## src/rtl/piso_pkg.sv

```systemverilog
`default_nettype none
// ============================================================================
// Package  : piso_pkg
// Desc     : Shared types, constants and the baud divisor helper for the
//            piso_uart_tx serial transmitter.
// Revision : 1.0 - initial release
// ============================================================================
package piso_pkg;

  // Transmitter frame sequencer states
  typedef enum logic [2:0] {
    IDLE   = 3'd0,
    START  = 3'd1,
    DATA   = 3'd2,
    PARITY = 3'd3,
    STOP   = 3'd4
  } state_t;

  // Parity mode encodings (2'b11 also means no parity)
  localparam logic [1:0] PAR_NONE = 2'b00;
  localparam logic [1:0] PAR_ODD  = 2'b01;
  localparam logic [1:0] PAR_EVEN = 2'b10;

  // Baud select codes
  localparam logic [1:0] BAUD_9600   = 2'b00;
  localparam logic [1:0] BAUD_19200  = 2'b01;
  localparam logic [1:0] BAUD_38400  = 2'b10;
  localparam logic [1:0] BAUD_115200 = 2'b11;

  // Line rates in bits per second
  localparam int BAUD_RATE_9600   = 9600;
  localparam int BAUD_RATE_19200  = 19200;
  localparam int BAUD_RATE_38400  = 38400;
  localparam int BAUD_RATE_115200 = 115200;

  // Rounded number of clock cycles per bit for a given baud code
  function automatic int baud_div(input int clk_hz, input logic [1:0] code);
    int rate;
    case (code)
      BAUD_9600:   rate = BAUD_RATE_9600;
      BAUD_19200:  rate = BAUD_RATE_19200;
      BAUD_38400:  rate = BAUD_RATE_38400;
      default:     rate = BAUD_RATE_115200;
    endcase
    return (clk_hz + rate / 2) / rate;
  endfunction

endpackage
`default_nettype wire

```

## src/rtl/piso_uart_tx_fifo.sv

```systemverilog
`default_nettype none
// ============================================================================
// Module   : piso_sync_fifo
// Desc     : Single-clock FIFO with push/pop, full/empty flags and an
//            occupancy count. Read data is presented combinationally from the
//            head entry. DEPTH must be a power of two.
// Revision : 1.0 - initial release
// ============================================================================
module piso_sync_fifo
  import piso_pkg::*;
#(
  parameter int DATA_W = 8,
  parameter int DEPTH  = 4
) (
  input  logic                     clk,
  input  logic                     rst,
  input  logic                     push,
  input  logic [DATA_W-1:0]        din,
  input  logic                     pop,
  output logic [DATA_W-1:0]        dout,
  output logic                     full,
  output logic                     empty,
  output logic [$clog2(DEPTH):0]   count
);

  localparam int AW = $clog2(DEPTH);

  logic [DATA_W-1:0] mem [DEPTH];
  logic [AW-1:0]     wr_ptr;
  logic [AW-1:0]     rd_ptr;
  logic [AW:0]       level;
  logic              do_push;
  logic              do_pop;

  // Requests that would overflow or underflow are dropped
  assign do_push = push && !full;
  assign do_pop  = pop && !empty;

  assign full  = (level == (AW+1)'(DEPTH));
  assign empty = (level == '0);
  assign count = level;
  assign dout  = mem[rd_ptr];

  // Storage array, written at the tail
  always_ff @(posedge clk) begin
    if (do_push) begin
      mem[wr_ptr] <= din;
    end
  end

  // Pointer and occupancy bookkeeping
  always_ff @(posedge clk) begin
    if (rst) begin
      wr_ptr <= '0;
      rd_ptr <= '0;
      level  <= '0;
    end else begin
      if (do_push) begin
        wr_ptr <= wr_ptr + 1'b1;
      end
      if (do_pop) begin
        rd_ptr <= rd_ptr + 1'b1;
      end
      case ({do_push, do_pop})
        2'b10:   level <= level + 1'b1;
        2'b01:   level <= level - 1'b1;
        default: level <= level;
      endcase
    end
  end

endmodule
`default_nettype wire

```

## src/rtl/piso_uart_tx.sv

```systemverilog
`default_nettype none
// ============================================================================
// Module   : piso_uart_tx
// Desc     : Parallel-in serial-out UART transmitter. Words arrive on a
//            valid/ready handshake, are queued, and are sent LSB-first with a
//            start bit, optional odd/even parity and one or two stop bits.
//            Queued frames are sent back-to-back with no idle gap.
// Config   : PISO_FIFO_EN - defined: FIFO_DEPTH-entry input FIFO;
//                           undefined: single holding register.
// Revision : 1.0 - initial release
// ============================================================================
module piso_uart_tx
  import piso_pkg::*;
#(
  parameter int DATA_W     = 8,
  parameter int CLK_HZ     = 50_000_000,
  parameter int FIFO_DEPTH = 4
) (
  input  logic                          DCLK,
  input  logic                          RST,
  input  logic                          DVALID,
  output logic                          DREADY,
  input  logic [DATA_W-1:0]             DI,
  input  logic [1:0]                    CTRL_PARITY,
  input  logic                          CTRL_STOP2,
  input  logic [1:0]                    CTRL_BAUD_RATE,
  output logic                          TXD,
  output logic                          BUSY,
  output logic [$clog2(FIFO_DEPTH):0]   DCOUNT
);

  localparam int CW          = $clog2(FIFO_DEPTH) + 1;
  localparam int BIT_W       = $clog2(DATA_W);
  localparam int DIV_9600    = baud_div(CLK_HZ, BAUD_9600);
  localparam int DIV_19200   = baud_div(CLK_HZ, BAUD_19200);
  localparam int DIV_38400   = baud_div(CLK_HZ, BAUD_38400);
  localparam int DIV_115200  = baud_div(CLK_HZ, BAUD_115200);
  // The slowest rate has the largest divisor and sets the counter width
  localparam int CNT_W       = $clog2(DIV_9600 + 1);

  // Queue interface shared by both storage options
  logic              push;
  logic              pop;
  logic              q_full;
  logic              q_empty;
  logic [DATA_W-1:0] q_data;
  logic [CW-1:0]     q_count;

  assign DREADY = !q_full && !RST;
  assign push   = DVALID && DREADY;
  assign DCOUNT = q_count;

`ifdef PISO_FIFO_EN
  piso_sync_fifo #(
    .DATA_W (DATA_W),
    .DEPTH  (FIFO_DEPTH)
  ) u_fifo (
    .clk   (DCLK),
    .rst   (RST),
    .push  (push),
    .din   (DI),
    .pop   (pop),
    .dout  (q_data),
    .full  (q_full),
    .empty (q_empty),
    .count (q_count)
  );
`else
  logic              hold_valid;
  logic [DATA_W-1:0] hold_data;

  // Holding register occupancy; push and pop never coincide since push needs it empty
  always_ff @(posedge DCLK) begin
    if (RST) begin
      hold_valid <= 1'b0;
    end else if (push) begin
      hold_valid <= 1'b1;
    end else if (pop) begin
      hold_valid <= 1'b0;
    end
  end

  // Holding register payload
  always_ff @(posedge DCLK) begin
    if (push) begin
      hold_data <= DI;
    end
  end

  assign q_full  = hold_valid;
  assign q_empty = !hold_valid;
  assign q_data  = hold_data;
  assign q_count = {{(CW-1){1'b0}}, hold_valid};
`endif

  // Frame sequencer and per-frame context
  state_t            state;
  state_t            state_nx;
  logic [CNT_W-1:0]  baud_cnt;
  logic [CNT_W-1:0]  div_m1;
  logic [BIT_W-1:0]  bit_cnt;
  logic              stop_cnt;
  logic [DATA_W-1:0] frame_data;
  logic [1:0]        par_mode;
  logic              stop2;
  logic [1:0]        baud_code;
  logic              tick;
  logic              last_bit;
  logic              last_stop;
  logic              par_en;
  logic              par_bit;
  logic              txd_nx;

  // Divisor for the frame in flight, from the latched baud code
  always_comb begin
    div_m1 = CNT_W'(DIV_115200 - 1);
    case (baud_code)
      BAUD_9600:   div_m1 = CNT_W'(DIV_9600 - 1);
      BAUD_19200:  div_m1 = CNT_W'(DIV_19200 - 1);
      BAUD_38400:  div_m1 = CNT_W'(DIV_38400 - 1);
      default:     div_m1 = CNT_W'(DIV_115200 - 1);
    endcase
  end

  assign tick      = (state != IDLE) && (baud_cnt == div_m1);
  assign last_bit  = (bit_cnt == BIT_W'(DATA_W - 1));
  assign last_stop = (stop_cnt == stop2);
  assign par_en    = (par_mode == PAR_ODD) || (par_mode == PAR_EVEN);
  // Odd mode inverts the even-parity bit so the total count of ones is odd
  assign par_bit   = (^frame_data) ^ (par_mode == PAR_ODD);

  // Next-state, pop request and serial bit for the current state
  always_comb begin
    state_nx = state;
    pop      = 1'b0;
    txd_nx   = 1'b1;
    case (state)
      IDLE: begin
        if (!q_empty) begin
          state_nx = START;
          pop      = 1'b1;
        end
      end
      START: begin
        txd_nx = 1'b0;
        if (tick) begin
          state_nx = DATA;
        end
      end
      DATA: begin
        txd_nx = frame_data[bit_cnt];
        if (tick && last_bit) begin
          state_nx = par_en ? PARITY : STOP;
        end
      end
      PARITY: begin
        txd_nx = par_bit;
        if (tick) begin
          state_nx = STOP;
        end
      end
      STOP: begin
        if (tick && last_stop) begin
          if (!q_empty) begin
            state_nx = START;
            pop      = 1'b1;
          end else begin
            state_nx = IDLE;
          end
        end
      end
      default: begin
        state_nx = IDLE;
      end
    endcase
  end

  // State register
  always_ff @(posedge DCLK) begin
    if (RST) begin
      state <= IDLE;
    end else begin
      state <= state_nx;
    end
  end

  // Frame context capture on pop, then baud/bit/stop counting while active
  always_ff @(posedge DCLK) begin
    if (RST) begin
      baud_cnt   <= '0;
      bit_cnt    <= '0;
      stop_cnt   <= 1'b0;
      frame_data <= '0;
      par_mode   <= PAR_NONE;
      stop2      <= 1'b0;
      baud_code  <= BAUD_115200;
    end else if (pop) begin
      baud_cnt   <= '0;
      bit_cnt    <= '0;
      stop_cnt   <= 1'b0;
      frame_data <= q_data;
      par_mode   <= CTRL_PARITY;
      stop2      <= CTRL_STOP2;
      baud_code  <= CTRL_BAUD_RATE;
    end else if (state != IDLE) begin
      if (tick) begin
        baud_cnt <= '0;
        if (state == DATA) begin
          bit_cnt <= bit_cnt + 1'b1;
        end
        if (state == STOP) begin
          stop_cnt <= 1'b1;
        end
      end else begin
        baud_cnt <= baud_cnt + 1'b1;
      end
    end
  end

  // Registered line and status outputs, one cycle behind the state
  always_ff @(posedge DCLK) begin
    if (RST) begin
      TXD  <= 1'b1;
      BUSY <= 1'b0;
    end else begin
      TXD  <= txd_nx;
      BUSY <= (state != IDLE);
    end
  end

endmodule
`default_nettype wire

```

## config.mk

```make
export PLATFORM = sky130hd
export DESIGN_NAME = piso_uart_tx
export DESIGN_NICKNAME = d
export VERILOG_FILES = /design/src/rtl/piso_pkg.sv /design/src/rtl/piso_uart_tx_fifo.sv /design/src/rtl/piso_uart_tx.sv
export SDC_FILE = /design/constraint.sdc
export NUM_CORES = 1
export LEC_CHECK = 0
export ABC_AREA = 0
export ABC_CLOCK_PERIOD_IN_PS = 4600
export BUFFER_PORTS_ARGS = -buffer_cell sky130_fd_sc_hd__buf_2
export CAP_MARGIN = 20
export CORE_ASPECT_RATIO = 0.6
export CORE_MARGIN = 2
export CORE_UTILIZATION = 62
export DETAILED_ROUTE_END_ITERATION = 10
export GPL_ROUTABILITY_DRIVEN = 0
export PLACE_DENSITY_LB_ADDON = 0.3
export SLEW_MARGIN = 20
export SYNTH_ARGS = -nofsm -noshare
export SYNTH_HDL_FRONTEND = slang
export SYNTH_HIERARCHICAL = 1
export SYNTH_SLANG_ARGS = --single-unit
```

## constraint.sdc

```tcl
create_clock -name DCLK -period 4.6 [get_ports DCLK]
set_clock_uncertainty 0.1 [all_clocks]
set_input_delay 0.69 -clock DCLK [delete_from_list [all_inputs] [get_ports DCLK]]
set_output_delay 0.69 -clock DCLK [all_outputs]
set_load 0.05 [all_outputs]
```

==> results.md <==
- The critical path runs through a total of 6 cells.
- 22 I/O pins were placed.
- The worst hold path was traced through 2 stages.
- The maximum fanout encountered on the critical timing path is 18.
- In this run the power spent charging and discharging nets is approximately 0.21 mW.
- The worst register-to-register path ends at baud_code[0].
- The number of distinct library cells after synthesis is 44.
- The switching power as a share of total power is 0.275.
- The antenna diode count is 0.
- The run finished with clean final reports.
- Setup violations remaining at the end of the flow were counted as 0.
- The master cell of the clock root buffer is clkbuf_8.
- The final critical delay including setup and external delays is roughly 2.5 ns.
- The type of element capturing the critical path is a flip-flop.
- Across every metal layer, demand over resource in global routing totals 0.227.
- The setup path with the least slack is of type flip-flop to flip-flop.
- The power density of the placed cells is about 330 mW/mm^2.
- The horizontal extent of the die is about 80 microns.
- The data required time at the worst endpoint is 4.72 ns.
- The total of hold buffers inserted after clock tree synthesis is 0.
- The overall overflow remaining after global route is 0.
- The internal power is ~0.56 mW.
- The clock reaches the later pin of the worst-skew pair after ~0.3 ns.
- The maximum vdd ir drop is 0.000251 V.
- The maximum number of pins on one net before global-route repair is 40.
- After synthesis, the share of flip-flops with an asynchronous set or reset is 0.
- In this run the worst setup path begins at baud_cnt[7].
- The post-route fraction of the period consumed by the critical path is 0.543.
- The floorplan has 16 rows.
- Of the synthesized area, sequential elements account for 0.444.
- The share of post-route cells with drive strength above 1 is 0.137.
- The worst-case register-to-register setup slack is 2.10 ns.
- The initial core utilization is 0.656.
- The via count of the first global-routing pass is 1440.
- The sum of negative setup slack is 0 ns.
- The layout overhead on the synthesized area is 7.63%.
- The count of pins over their slew limit came to 0.
- The floorplan core area is approximately 0.0033 sq mm.
- The startpoint of the worst-slack reg-to-reg timing path is baud_cnt[7].
- The largest incremental delay on the critical path is between 0.5 and 0.6 ns.
- The biggest area consumer among synthesized cells is dfxtp_1.
- The flop and latch count out of synthesis is 44.
- Max-cap violations in this run came to 0.
- For this block, the routed nets add up to roughly 4000 microns of wire.
- Walking the worst path, the cells encountered are nor4b_1 -> a41oi_1 -> a2111o_1 -> nand2b_4 -> a21oi_4 -> mux2i_1.
- Counting every sink on the clock net gives 44.
- The commonest non-fill, non-tap cell in the layout is dfxtp_1.
- During synthesis, Yosys emitted a total of 6 warnings.
- The wire length of the first global-routing pass is a little under 7000 microns.
- At the end of the flow, the number of nets in the layout was roughly 250.
- The area share of the leading cell type in the synthesized netlist is 0.333.
- Headroom to the max-slew limit came out at 0.550.
- The initial antenna violation count came to 0.
- The portion of total power attributed to the clock network is 0.315.
- The measured slew at the worst slew-check pin is roughly 0.67 ns.
- The completed layout was analyzed and its total power is just under 0.8 mW.
- The placed cell area is 0.00224 sq mm.
- The worst setup path is launched from a flip-flop.
- The path class of the tightest hold or removal check is flip-flop to flip-flop.
- The number of design-rule violations left by the first detailed-router iteration is around 140.
- The combinational group share of total power is 0.133.
- The overall die area is roughly 0.004 sq mm.
- The number of H-tree branching levels is 2.
- The upper clock frequency limit is between 400 and 500 MHz.
- Setup repair after global routing left no endpoint under its margin.
- Clock-pin slew was measured on the worst setup and hold paths at 0.09 ns.
- The cell area that synthesis handed to floorplanning was around 0.0022 sq mm.
- By area the synthesized netlist is led by dfxtp_1 (33%), edfxtp_1 (11%), mux2i_1 (7.9%).
- The top cell types in the final layout, fill and taps aside, are dfxtp_1 (36), nor2_1 (27), nand2b_1 (25).
- In the routed layout, each cell is associated on average with a via count of roughly 5.4.
- For the worst setup path, the data arrival time is 2.62 ns.
- Counting flops with a built-in enable in the synthesized netlist gives 8.
- The remaining number of nets flagged by the antenna check after routing is 0.
- Together, buffers and inverters on the worst path number 0.
- The number of buffers between clock root and the deepest sink is 2.
- The post-route DRC violation count is 0.
- The relative contribution of sequential cells to total power is 0.551.
- Synthesis produced a netlist whose cell count is ~220.
- The cell at the slowest stage of the critical path is a21oi_4.
- Summed over all cells, the static leakage comes to between 0.8 and 0.9 nW.
- The final hold violation count is 0.
- The die is 49.8 microns tall.
- The most common flop cell mapped by yosys is dfxtp_1.
- TritonCTS built the clock tree.
- After routing the design area is around 0.0023 sq mm.
- After clock tree synthesis, the setup repair step added 0 buffers.
- Detailed placement ended at an HPWL of 2770 microns.
- Port buffering added 19 buffers.
- Clock tree synthesis inserted a total of 5 buffers.
- The routed via count is 1510.
- Following the worst setup path forward leads to its endpoint at baud_code[0].
- Once the clock tree was built, the resizer swapped 0 gates to a different size.
- The post-synthesis average cell area is slightly below 10 sq um.
- The cell family with the largest share of critical-path delay is compound AO/OA/AOI/OAI gates.
- In the final routed layout, each cell accounts on average for 14.2 microns.
- The detailed-router iteration count before antenna repair is 4.
- The worst register-to-register path has a depth of 6.
-- logic make-up (layout without fill, tap and decap cells) --
kind of cell / after synthesis / in the layout / synth area share
and+or+nand+nor: 93 / 93 / 0.231
muxes: 19 / 19 / 0.0994
DFF: 44 / 44 / 0.444
adders and majority gates: 4 / 4 / 0.0231
other: 1 / 2 / 0.00173
buffers and inverters: 16 / 30 / 0.0445
xor gates and xnor gates: 22 / 22 / 0.0953
AOI/OAI and AO/OA: 20 / 20 / 0.0618
-- flip-flops by register name, indices dropped and copies added (netlist names) --
register    cells
TXD             1
BUSY            1
baud_cnt       13
bit_cnt         3
stop_cnt        1
par_mode        2
stop2           1
baud_code       2
frame_data      8
state           3
hold_data       8
hold_valid      1
-- tightest hold or removal path, cell delays in order (launching register included) --
cell      delay (ns)
dfxtp_1         0.32
nand2b_1        0.07
mux2i_1         0.06
-- through the flow --
stage / std cells / worst slack, ns / utilization / hold WS [ns]
6_report: 279 / 2.10 / 0.706 / 0.387
5_1_grt: 279 / 1.92 / 0.706 / 0.415
4_1_cts: 279 / 1.82 / 0.703 / 0.392
3_5_place_dp: 271 / 1.85 / 0.677 / 0.376
3_3_place_gp: 271 / 1.94 / 0.677 / 0.371
2_1_floorplan: 220 / 2.26 / - / 0.349
-- routing by layer --
metal,track usage,wire (microns),up-vias
li1,-,-,773
met1,0.335,2020,689
met2,0.325,1650,44
met3,0.0678,264,4
met4,0.0621,25,0
met5,0,0,-
-- cell type report --
cell class                      instances  area, sq um
Multi-Input combinational cell        160         1120
Fill cell                             269          972
Sequential cell                        44          961
Timing Repair Buffer                   19         95.1
Clock buffer                            5         68.8
Tap cell                               45         56.3
Clock inverter                          3         18.8
Inverter                                3         11.3
-- worst min path at each step --
| stage | startpoint | endpoint | slack [ns] |
|---|---|---|---|
| detailed placement | par_mode[0] | par_mode[0] | 0.38 |
| finish | par_mode[0] | par_mode[0] | 0.39 |
| CTS | par_mode[0] | par_mode[0] | 0.39 |
| global route | par_mode[0] | par_mode[0] | 0.42 |
| floorplan | par_mode[1] | par_mode[1] | 0.35 |
| global placement | par_mode[1] | par_mode[1] | 0.37 |
-- power by group through the flow --
stage               Clock (mW)  Combinational [mW]  Sequential [mW]
floorplan                    0              0.0871            0.433
global placement             0               0.101            0.432
detailed placement           0               0.102            0.433
CTS                      0.245               0.103            0.424
global route             0.267               0.112            0.427
finish                   0.243               0.103            0.425
-- cell usage after synthesis, types with 4 or more instances --
| cell type | number |
|---|---|
| nor3_1 | 9 |
| nand2b_1 | 25 |
| clkbuf_1 | 7 |
| nand2_1 | 11 |
| o21ai_0 | 4 |
| nor2_1 | 27 |
| mux2i_1 | 17 |
| ha_1 | 4 |
| dfxtp_1 | 36 |
| a21oi_1 | 6 |
| edfxtp_1 | 8 |
| xnor2_1 | 12 |
| xor2_1 | 9 |
| and3_1 | 4 |
No activity file was read; power rests on OpenSTA's default activity.
